$ cat src/rtl/uart_tx_sched.sv
`default_nettype none
`timescale 1ns/1ps
// ============================================================================
// Module   : uart_tx_sched
// Brief    : Round-robin scheduler sharing one UART transmitter between
//            NUM_REQ word producers. Optional source-tag header byte, then
//            the granted word LSB-byte first, one UART frame per byte.
// Revision : 1.0 - initial release
// ============================================================================
module uart_tx_sched #(
    parameter int         NUM_REQ    = 2,
    parameter int         WORD_BYTES = 4,
    parameter int         HDR_EN     = 1,
    parameter logic [7:0] HDR_BASE   = 8'hA0,
    localparam int        IDW        = (NUM_REQ > 2) ? $clog2(NUM_REQ) : 1
) (
    input  logic                            clk,
    input  logic                            rst,
    input  logic [NUM_REQ-1:0]              req,
    input  logic [NUM_REQ*WORD_BYTES*8-1:0] req_data,
    output logic [NUM_REQ-1:0]              ack,
    output logic                            tx_start,
    output logic [7:0]                      tx_byte,
    input  logic                            tx_active,
    input  logic                            tx_done,
    output logic                            busy,
    output logic [IDW-1:0]                  grant_id
);

    localparam int         C_WBITS = WORD_BYTES * 8;
    localparam int         C_HDR_N = (HDR_EN != 0) ? 1 : 0;
    localparam logic [3:0] C_LAST  = 4'(WORD_BYTES + C_HDR_N);

    typedef enum logic [1:0] {
        S_IDLE  = 2'd0,
        S_ISSUE = 2'd1,
        S_WAIT  = 2'd2,
        S_ACK   = 2'd3
    } state_t;

    state_t               r_state;
    logic [IDW-1:0]       r_ptr;
    logic [IDW-1:0]       r_grant;
    logic [C_WBITS-1:0]   r_shift;
    logic [3:0]           r_cnt;
    logic                 r_start;
    logic [7:0]           r_byte;
    logic [NUM_REQ-1:0]   r_ack;
    logic                 r_busy;

    state_t               w_state_n;
    logic [IDW-1:0]       w_ptr_n;
    logic [IDW-1:0]       w_grant_n;
    logic [C_WBITS-1:0]   w_shift_n;
    logic [3:0]           w_cnt_n;
    logic                 w_start_n;
    logic [7:0]           w_byte_n;
    logic [NUM_REQ-1:0]   w_ack_n;
    logic                 w_busy_n;

    logic [2*NUM_REQ-1:0] w_req_dbl;
    logic [NUM_REQ-1:0]   w_req_rot;
    logic                 w_found;
    logic [IDW-1:0]       w_pick;
    logic [IDW-1:0]       w_ptr_after;
    logic [C_WBITS-1:0]   w_word;
    logic [7:0]           w_hdr;
    logic                 w_hdr_phase;

    // Round-robin pick: rotate requests so the pointer sits at bit 0, lowest set bit wins
    always_comb begin
        w_req_dbl = {req, req};
        w_req_rot = NUM_REQ'(w_req_dbl >> r_ptr);
        w_found   = 1'b0;
        w_pick    = '0;
        for (int k = NUM_REQ - 1; k >= 0; k--) begin
            if (w_req_rot[k]) begin
                w_found = 1'b1;
                w_pick  = IDW'((int'(r_ptr) + k) % NUM_REQ);
            end
        end
        w_ptr_after = (int'(w_pick) == NUM_REQ - 1) ? '0 : w_pick + 1'b1;
        w_word      = C_WBITS'(req_data >> (w_pick * C_WBITS));
        w_hdr       = HDR_BASE | 8'(r_grant);
        w_hdr_phase = (C_HDR_N != 0) && (r_cnt == 4'd0);
    end

    // Next-state and next-output logic; every output is registered below
    always_comb begin
        w_state_n = r_state;
        w_ptr_n   = r_ptr;
        w_grant_n = r_grant;
        w_shift_n = r_shift;
        w_cnt_n   = r_cnt;
        w_start_n = 1'b0;
        w_byte_n  = r_byte;
        w_ack_n   = '0;
        w_busy_n  = r_busy;
        case (r_state)
            S_IDLE: begin
                w_busy_n = 1'b0;
                if (w_found) begin
                    w_grant_n = w_pick;
                    w_ptr_n   = w_ptr_after;
                    w_shift_n = w_word;
                    w_cnt_n   = 4'd0;
                    w_busy_n  = 1'b1;
                    w_state_n = S_ISSUE;
                end
            end
            S_ISSUE: begin
                if (!tx_active) begin
                    w_start_n = 1'b1;
                    w_byte_n  = w_hdr_phase ? w_hdr : r_shift[7:0];
                    w_state_n = S_WAIT;
                end
            end
            S_WAIT: begin
                // A done coinciding with our own start pulse belongs to an older frame
                if (tx_done && !r_start) begin
                    w_cnt_n = r_cnt + 4'd1;
                    if (!w_hdr_phase) begin
                        w_shift_n = r_shift >> 8;
                    end
                    if (r_cnt + 4'd1 == C_LAST) begin
                        w_ack_n   = NUM_REQ'(1) << r_grant;
                        w_state_n = S_ACK;
                    end else begin
                        w_state_n = S_ISSUE;
                    end
                end
            end
            S_ACK: begin
                w_busy_n  = 1'b0;
                w_state_n = S_IDLE;
            end
            default: begin
                w_state_n = S_IDLE;
            end
        endcase
    end

    // State and output registers with synchronous reset
    always_ff @(posedge clk) begin
        if (rst) begin
            r_state <= S_IDLE;
            r_ptr   <= '0;
            r_grant <= '0;
            r_shift <= '0;
            r_cnt   <= 4'd0;
            r_start <= 1'b0;
            r_byte  <= 8'd0;
            r_ack   <= '0;
            r_busy  <= 1'b0;
        end else begin
            r_state <= w_state_n;
            r_ptr   <= w_ptr_n;
            r_grant <= w_grant_n;
            r_shift <= w_shift_n;
            r_cnt   <= w_cnt_n;
            r_start <= w_start_n;
            r_byte  <= w_byte_n;
            r_ack   <= w_ack_n;
            r_busy  <= w_busy_n;
        end
    end

    assign ack      = r_ack;
    assign tx_start = r_start;
    assign tx_byte  = r_byte;
    assign busy     = r_busy;
    assign grant_id = r_grant;

endmodule
`default_nettype wire
$ cat config.mk
export PLATFORM = sky130hd
export DESIGN_NAME = uart_tx_sched
export DESIGN_NICKNAME = d
export VERILOG_FILES = /design/src/rtl/uart_tx_sched.sv
export SDC_FILE = /design/constraint.sdc
export NUM_CORES = 1
export LEC_CHECK = 0
export CORE_MARGIN = 2
export CORE_UTILIZATION = 39
export CTS_CLUSTER_SIZE = 25
export DETAILED_ROUTE_END_ITERATION = 10
export GPL_TIMING_DRIVEN = 0
export HOLD_SLACK_MARGIN = 0.02
export PLACE_DENSITY = 0.71
export SLEW_MARGIN = 20
export SYNTH_ARGS = -nofsm -noshare
export SYNTH_HDL_FRONTEND = slang
export SYNTH_SLANG_ARGS = --single-unit
$ cat constraint.sdc
create_clock -name clk -period 2.1 [get_ports clk]
set_input_delay 0.21 -clock clk [delete_from_list [all_inputs] [get_ports clk]]
set_output_delay 0.21 -clock clk [all_outputs]
set_load 0.05 [all_outputs]
# Word level (Yosys, flattened, before mapping)

Index checks and enable logic that the tools add are counted.

Register bits: 52
Input port bits: 70
Output and inout port bits: 13

Add/subtract/negate cells: 3
Eq/ne operators: 8
Shift operators: 3
Multiplexer cells: 21
Bitwise gates (word level): 5
Reductions and logical operators: 13

Operators by type and width:

| operator                                                         | count |
|---|---|
| 32-bit 2-to-1 mux                                                | 3 |
| 32-bit one-hot mux with 2 select lines                           | 1 |
| 64-bit by 6-bit >> shifter with 32-bit output                    | 1 |
| 2-bit 2-to-1 mux                                                 | 4 |
| 4-bit 2-to-1 mux                                                 | 2 |
| 8-bit 2-to-1 mux                                                 | 1 |
| 2-bit != test (second input constant)                            | 4 |
| 2-bit one-hot mux with 4 select lines                            | 1 |
| 4-bit one-hot mux with 2 select lines                            | 1 |
| 1-bit 2-to-1 mux                                                 | 7 |
| 3-bit AND reduction                                              | 2 |
| 1-bit inverter                                                   | 5 |
| 4-bit by 1-bit adder with 4-bit output (second input constant)   | 1 |
| 2-bit == test (second input constant)                            | 2 |
| 4-bit by 3-bit == test with 1-bit output (second input constant) | 1 |
| 4-bit logical NOT                                                | 1 |
| 2-bit AND reduction                                              | 2 |
| 4-bit AND reduction                                              | 1 |
| 2-bit nonzero test                                               | 2 |
| 4-bit OR reduction                                               | 1 |
| 4-bit by 1-bit >> shifter with 2-bit output                      | 1 |
| 1-bit adder (second input constant)                              | 2 |
| 2-bit by 1-bit == test with 1-bit output (second input constant) | 1 |
| 2-bit logical NOT                                                | 1 |
| 5 further kinds                                                  | 5 |

# Logic depth before layout (Yosys ltp)

Gate-level depths: netlist (run 1).

Depth in word-level cells: 6
Gate-level depth with buffers: 9
Mapped depth without buffers: 6

# Least setup slack after synthesis (run 1)

Ideal clock, no wire load.

Path type: register to register
From: register r_state[0]
To: register r_shift[13]
Library setup time: 0.088 ns
Arrival: 1.988 ns
Data required time: 2.012 ns
Setup slack: 0.024 ns
Stages on the path, launching flop included: 9
Buffers on the path: 2
Period minus slack after synthesis: 2.076 ns
Path through: dfxtp_1 inv_1 ha_1 nor3b_1 a211o_1 or3_1 buf_2 buf_6 o32ai_2

Word-level cells in the longest chain between the ends: 3
Elaborated cells between the ends (all ways): 8
Those cells by class: eq/ne (4); mux (1); reduce/logical (3)

RTL lines:

| what                                                          | line | source |
|---|---|---|
| start, declared                                               | 41   | `state_t r_state;` |
| start signal, assigned                                        | 156  | `r_state <= w_state_n;` |
| 2-bit == test or 2-bit logical NOT (tied branches)            | 99   | `case (r_state)` |
| 2-bit != test (no line) or 2-bit nonzero test (tied branches) | -    |  |
| 4-bit AND reduction (no line)                                 | -    |  |
| end signal, assigned                                          | 159  | `r_shift <= w_shift_n;` |
| end, declared                                                 | 44   | `logic [C_WBITS-1:0] r_shift;` |

Parallel ways exist; a longest one is shown, timed or not.
A chain may end at the register's enable or synchronous reset.

# Worst setup path after layout (run 1)

From: register r_state[1]
To: register r_shift[5]

Same word-level chain as after synthesis.

==> flow_summary.toml, run 1 <==
[run_status]
run_status = "finished, violations left"
failed_checks = "setup timing"

[critical_path]
worst-path-buf-inv = 3
crit_slowest_cell = "dfxtp_4"
worst_ep_arrival_time_ns = 2.32
path_class = "reg2reg"
largest_delay_contributor_family_on_the_critical_path = "compound AO/OA/AOI/OAI gates"
worstPathCellList = "inv_6, ha_4, nor3b_4, a211o_4, or3_4, buf_8, clkbuf_16, o32ai_2"
crit_required_ns = 2.32
setup.worst_path.end_class = "register"
worstSetupStartpointType = "register"
largest_stage_delay_on_the_critical_path_ns = 0.39
path_max_fanout = 8

[routing]
post-route-drc-count = 0
detailedRoute.firstIterationViolations = 192
wl_um = 8350
wl_per_cell_um = 15.8
post_drt_via_cell_ratio = 5.31
drt-pass1-iter-count = 4
detail-route-antenna-nets = 0
num_vias = 2802

[synthesis]
synth_enable_flop_cells = 0
synth_xor_xnor_area_share_pct = 0.309
combinational_family_with_the_most_area_after_synthesis = "compound AO/OA/AOI/OAI gates"
synth_seq_area_share_pct = 36.8
ys_types = 40
synth_simple_gate_area_share_pct = 19.3
synth-async-reset-ratio_pct = 0
postSynthCellCount = 331
synth-main-ff-cell = "dfxtp_1"
netlist_area_pre_place_um2 = 2830
area_fraction_in_compound_gates_after_synthesis_pct = 31.4
synth.area.mux_share_pct = 0.354
post_synth.cell_area_avg_um2 = 8.55
ys_seq_elements = 52
synth-adder-area-share_pct = 3.54
mappedNetlistNets = 409
total_number_of_yosys_warnings = 0

[global_routing]
grt_start_max_net_pins = 15
gr-total-overflow = 0
antenna_violations_before_repair = 0
grt_first_pass_wirelength_um = 12700
first_global_vias = 2658
track_usage_pct = 20.8

[placed_design]
gp_routability_congestion = 0.793
number_of_buffers_added_on_ports = 81
dp_hpwl_um = 6010
dpl.cell_count = 511

[power]
cellPowerDensity_nw_per_um2 = 1100
vdd_drop_max_mv = 0.433
total_leakage_power_uw = 0.00156

[floorplan]
core_area_um2 = 7140
num_io_pins = 83
start_util_pct = 39.7
row_count = 31
chipWidth_um = 89.2
floorplan_die_area_um2 = 7950
die_h_um = 89.2

[clocking]
cts.root.buffer_cell = "clkbuf_8"
clock_pin_slew_of_the_registers_on_the_worst_case_setup_and_hold_paths_ns = 0.10
clock_path_buffers = 2
h-tree-depth = 2
cts.sink_count = 52
cts_buf_count = 5
clk-insertion-delay-late_ns = 0.31
cts_hold_buf = 0
tritoncts = "done"

[timing]
final-hold-violation-count = 0
fin_skew_ns = 0.0139
final_critical_path_required_period_ns = 2.10
report.final.slew_viol_count = 0
rsz0062_at_grt = "true"
finalWorstSetupSlack_ns = -0.00120
finalSetupViolations = 1
worst_slew_margin_rel_pct = 55.5
finalCritPeriodShare_pct = 100
fmax_mhz = 476
slew_worst_pin_ns = 0.666

[cells_and_area]
synthToLayoutAreaGrowth_pct = 45.2
fillers = 681
finish.utilization_pct = 57.6
area.sequential_um2 = 1050
num_antenna_cells = 0
instances_no_fill = 528
drive_gt1_share_pct = 12.8
layout.nets = 506
multiInputGateArea_um2 = 1650

[worst_hold_path]
timing.hold.worst.class = "reg2reg"

[job]
cap_violations = 0
==> worst paths after layout <==
check / cells past startpoint / from / slack, ns / to
worst min-delay path: 2 / tx_byte[6] / 0.46 / tx_byte[6]
worst max register to register: 8 / r_state[1] / -0.001 / r_shift[5]
worst max-delay path: 8 / r_state[1] / -0.001 / r_shift[5]
worst min register to register: 2 / tx_byte[6] / 0.46 / tx_byte[6]
==> cells in the mapped netlist (2+ instances only) <==
library cell | count | area [um2]
dfxtp_1 | 52 | 1040
nor2_1 | 38 | 143
and3_1 | 33 | 206
inv_1 | 28 | 105
a211oi_1 | 25 | 188
o32ai_2 | 20 | 325
a21oi_1 | 19 | 95.1
clkbuf_1 | 19 | 71.3
o21ai_0 | 16 | 80.1
nand2_1 | 11 | 41.3
a21boi_0 | 8 | 60.1
ha_1 | 8 | 100
nand3_1 | 8 | 40.0
buf_2 | 6 | 30.0
a311oi_1 | 4 | 35.0
o32ai_1 | 4 | 35.0
nand2b_1 | 3 | 18.8
a32oi_1 | 2 | 17.5
buf_6 | 2 | 22.5
nand4b_1 | 2 | 17.5
nor3_1 | 2 | 10.0
nor3b_1 | 2 | 15.0
o31ai_1 | 2 | 15.0
==> layout by cell type, fill, tap and decap left out, drive strengths merged, types with 2 or more instances in the layout <==
cell / count
clkdlybuf4s50: 81
o32ai: 24
dfxtp: 52
nor3: 2
o21ai: 17
a21oi: 19
nand4b: 2
nor3b: 2
a311oi: 4
inv: 28
nand3: 8
and3: 33
nand2b: 3
a211oi: 25
buf: 16
ha: 8
a21boi: 8
o31ai: 2
nor2: 39
clkbuf: 29
a32oi: 2
nand2: 11
==> worst reg2reg max path, delay by kind of cell, from the launching register on <==
kind / cells / cell delay [ns]
AO/OA/AOI/OAI: 2 / 0.58
flip-flops: 1 / 0.39
adder cells (fa/ha/maj): 1 / 0.16
buffers and inverters: 3 / 0.36
AND/OR/NAND/NOR: 2 / 0.53
==> sequential cells by signal, indices dropped and copies added (netlist names) <==
register,cells
tx_start,1
ack,2
r_ptr,1
busy,1
grant_id,1
r_cnt,4
tx_byte,8
r_state,2
r_shift,32
==> stage by stage <==
stage	instance area (um2)	setup TNS (ns)	setup slack (ns)	total power (uW)	hold slack [ns]
2_1_floorplan	2830	0	0.0242	2890	0.397
3_3_place_gp	3760	-3.76	-0.195	3400	0.440
3_5_place_dp	3760	-4.32	-0.221	3440	0.445
4_1_cts	3890	0	0.00406	4110	0.442
5_1_grt	4110	-0.453	-0.0340	4750	0.477
6_report	4110	-0.00120	-0.00120	4520	0.457
==> logic make-up (layout without fill, tap and decap cells) <==
logic type	after synthesis	count (layout)
compound gates	105	105
xor+xnor	1	1
flops	52	52
fa+ha+maj	8	8
buf+inv	57	155
mux	1	1
simple gates	107	107
==> power by group <==
part           internal, uW  leakage, uW  switching [uW]
clock                   270    0.0000455             337
sequential             1310     0.000427             205
combinational          1120      0.00109            1270
total                  2700      0.00156            1810
==> layer usage <==
metal / track usage (%) / up-vias / wire length (um)
met1: 27.0 / 1326 / 3660
met2: 34.9 / 69 / 4160
li1: - / 1397 / -
met5: 0 / - / 0
met3: 3.51 / 10 / 389
met4: 7.33 / 0 / 129
==> cell type report <==
cell class / instances / share of cell area (%)
Buffer: 27 / 3.87
Clock buffer: 8 / 2.19
Inverter: 29 / 2.83
Multi-Input combinational cell: 222 / 40.2
Sequential cell: 52 / 25.4
Tap cell: 99 / 3.01
Timing Repair Buffer: 91 / 22.4
==> what timing repair did <==
action	CTS	global route
gates cloned	0	2
gates resized for setup	11	21
setup endpoints to repair	27	25
setup buffers	1	7
pin swaps	1	16
Note: power is estimated with default switching activity, not from simulation.
==> inputs of run 2 (changes only) <==
HOLD_SLACK_MARGIN = 0.06   (was 0.02)
==> results of run 2 <==
The final DEF is identical to that of run 1; final timing and power are the same.
==> inputs of run 3 (changes only) <==
CTS_BUF_LIST = sky130_fd_sc_hd__clkbuf_16   (was default)
CTS_CLUSTER_SIZE = default   (was 25)
==> run 3 against run 2 <==
The flow now finishes without violations; flip-flop and latch count unchanged; register-to-register slack better by 0.02 ns; largest power group unchanged; sequential share of layout area is essentially flat; via count fell by 0.29%.
==> flow_summary.toml, run 3 (same netlist as run 1, synthesis figures left out) <==
[run_status]
run_status = "finished, final reports clean"

[cells_and_area]
registers.top_by_ff_count = "r_shift"
drive_gt1_share_pct = 12.0
synthToLayoutAreaGrowth_pct = 45.6
largest_register_ff_count = 32
num_antenna_cells = 0
leading_cell_type_in_the_layout_fill_and_taps_excluded = "clkdlybuf4s50_1"
layout.nets = 503
design_area_um2 = 4120
leading_cell_types_in_the_layout_fill_and_taps_excluded = "clkdlybuf4s50_1, dfxtp_1, nor2_1, and3_1, inv_1"

[timing]
report.final.slew_viol_count = 0
worst_slew_margin_rel_pct = 54.9
final-hold-violation-count = 0
finalSetupViolations = 0
rsz0062_at_grt = "true"
total_neg_setup_slack_ns = 0
final_critical_path_required_period_ns = 2.08
finalCritPeriodShare_pct = 99.2
fin_skew_ns = 0.00788
slew_worst_pin_ns = 0.675
fmax_mhz = 480

[routing]
detailedRoute.firstIterationViolations = 166
wl_um = 8330
wl_per_cell_um = 15.9
num_vias = 2794
drt-pass1-iter-count = 4
detail-route-antenna-nets = 0
post_drt_via_cell_ratio = 5.32
post-route-drc-count = 0

[critical_path]
setup.worst_path.end_class = "register"
path_class = "reg2reg"
worst_ep_arrival_time_ns = 2.29
worstPathCellList = "inv_6, ha_4, nor3b_4, a211o_1, or3_4, buf_8, clkbuf_16, o32ai_2"
worstSetupStartpointType = "register"
largest_stage_delay_on_the_critical_path_ns = 0.39
path_max_fanout = 8
crit_required_ns = 2.30
crit_slowest_cell = "or3_4"

[global_routing]
antenna_violations_before_repair = 0
grt_first_pass_wirelength_um = 12800
grt_start_max_net_pins = 15
gr-total-overflow = 0
first_global_vias = 2669
track_usage_pct = 21.0

[clocking]
h-tree-depth = 2
cts.sink_count = 52
clock_path_buffers = 2
tritoncts = "done"
cts.root.buffer_cell = "clkbuf_16"
clock_pin_slew_of_the_registers_on_the_worst_case_setup_and_hold_paths_ns = 0.07
cts_buf_count = 5
clk-insertion-delay-late_ns = 0.29

[floorplan]
row_count = 31
start_util_pct = 39.7
num_io_pins = 83
core_area_um2 = 7140
die_h_um = 89.2
floorplan_die_area_um2 = 7950
chipWidth_um = 89.2

[power]
total_leakage_power_uw = 0.00158
p_total_uw = 4650
vdd_drop_max_mv = 0.518
cellPowerDensity_nw_per_um2 = 1130

[placed_design]
dp_hpwl_um = 6010
place_area_um2 = 3760
number_of_buffers_added_on_ports = 81
gp_routability_congestion = 0.793

[job]
cap_violations = 0

[worst_hold_path]
timing.hold.worst.class = "reg2reg"
-- run 3: changes by cell type in the layout (fill, tap and decap cells not counted), sizes merged --
cell and delta:
buf -3, clkbuf -3, inv +2, clkinv +1
-- run 3: area by class of cell --
class | count | area (um2)
Sequential cell | 52 | 1050
Buffer | 27 | 156
Clock inverter | 3 | 11.3
Multi-Input combinational cell | 222 | 1640
Clock buffer | 5 | 125
Fill cell | 676 | 3020
Timing Repair Buffer | 88 | 898
Tap cell | 99 | 124
Inverter | 29 | 114
-- run 3: through the flow --
| stage | setup WS [ns] | hold slack, ns | utilization, % | std cells |
|---|---|---|---|---|
| final | 0.0160 | 0.452 | 57.7 | 525 |
| after global routing | -0.0348 | 0.473 | 57.7 | 525 |
| after CTS | 0.00560 | 0.453 | 55.1 | 518 |
| after detailed placement | -0.221 | 0.445 | 52.8 | 511 |
| after global placement | -0.195 | 0.440 | 52.8 | 511 |
| after floorplan | 0.0242 | 0.397 | - | 331 |
-- run 3: per-layer routing --
layer	vias to the layer above	wire length, um	GRT usage (%)
li1	1391	-	-
met1	1314	3610	27.0
met2	74	4130	34.9
met3	15	387	3.60
met4	0	198	8.41
met5	-	0	0
-- run 3: power breakdown --
part           internal [uW]  leakage [uW]  total, uW  switching (uW)
registers               1320      0.000428       1520             198
logic                   1090       0.00108       2340            1250
clock network            430     0.0000738        786             356
total                   2840       0.00158       4650            1800
-- run 3: timing repair --
action / 4_1_cts / 5_1_grt
endpoints found under the setup margin: 25 / 27
gates cloned: 0 / 2
resized for setup: 12 / 22
pin swaps: 1 / 12
hold buffers: 0 / 0
buffers inserted: 0 / 5
-- run 3: worst paths after layout --
path	depth (start not counted)	start	slack [ns]	end
worst max-delay path	8	r_state[0]	0.02	r_shift[15]
worst min-delay path	2	tx_byte[4]	0.45	tx_byte[4]
worst max register to register	8	r_state[0]	0.02	r_shift[15]
worst min register to register	2	tx_byte[4]	0.45	tx_byte[4]
-- run 3: worst max-delay path, delay by kind of cell, from the launching register on --
family / cells / cell delay (ns)
fa+ha+maj: 1 / 0.16
buf+inv: 3 / 0.37
simple gates: 2 / 0.53
flops: 1 / 0.38
compound gates: 2 / 0.56
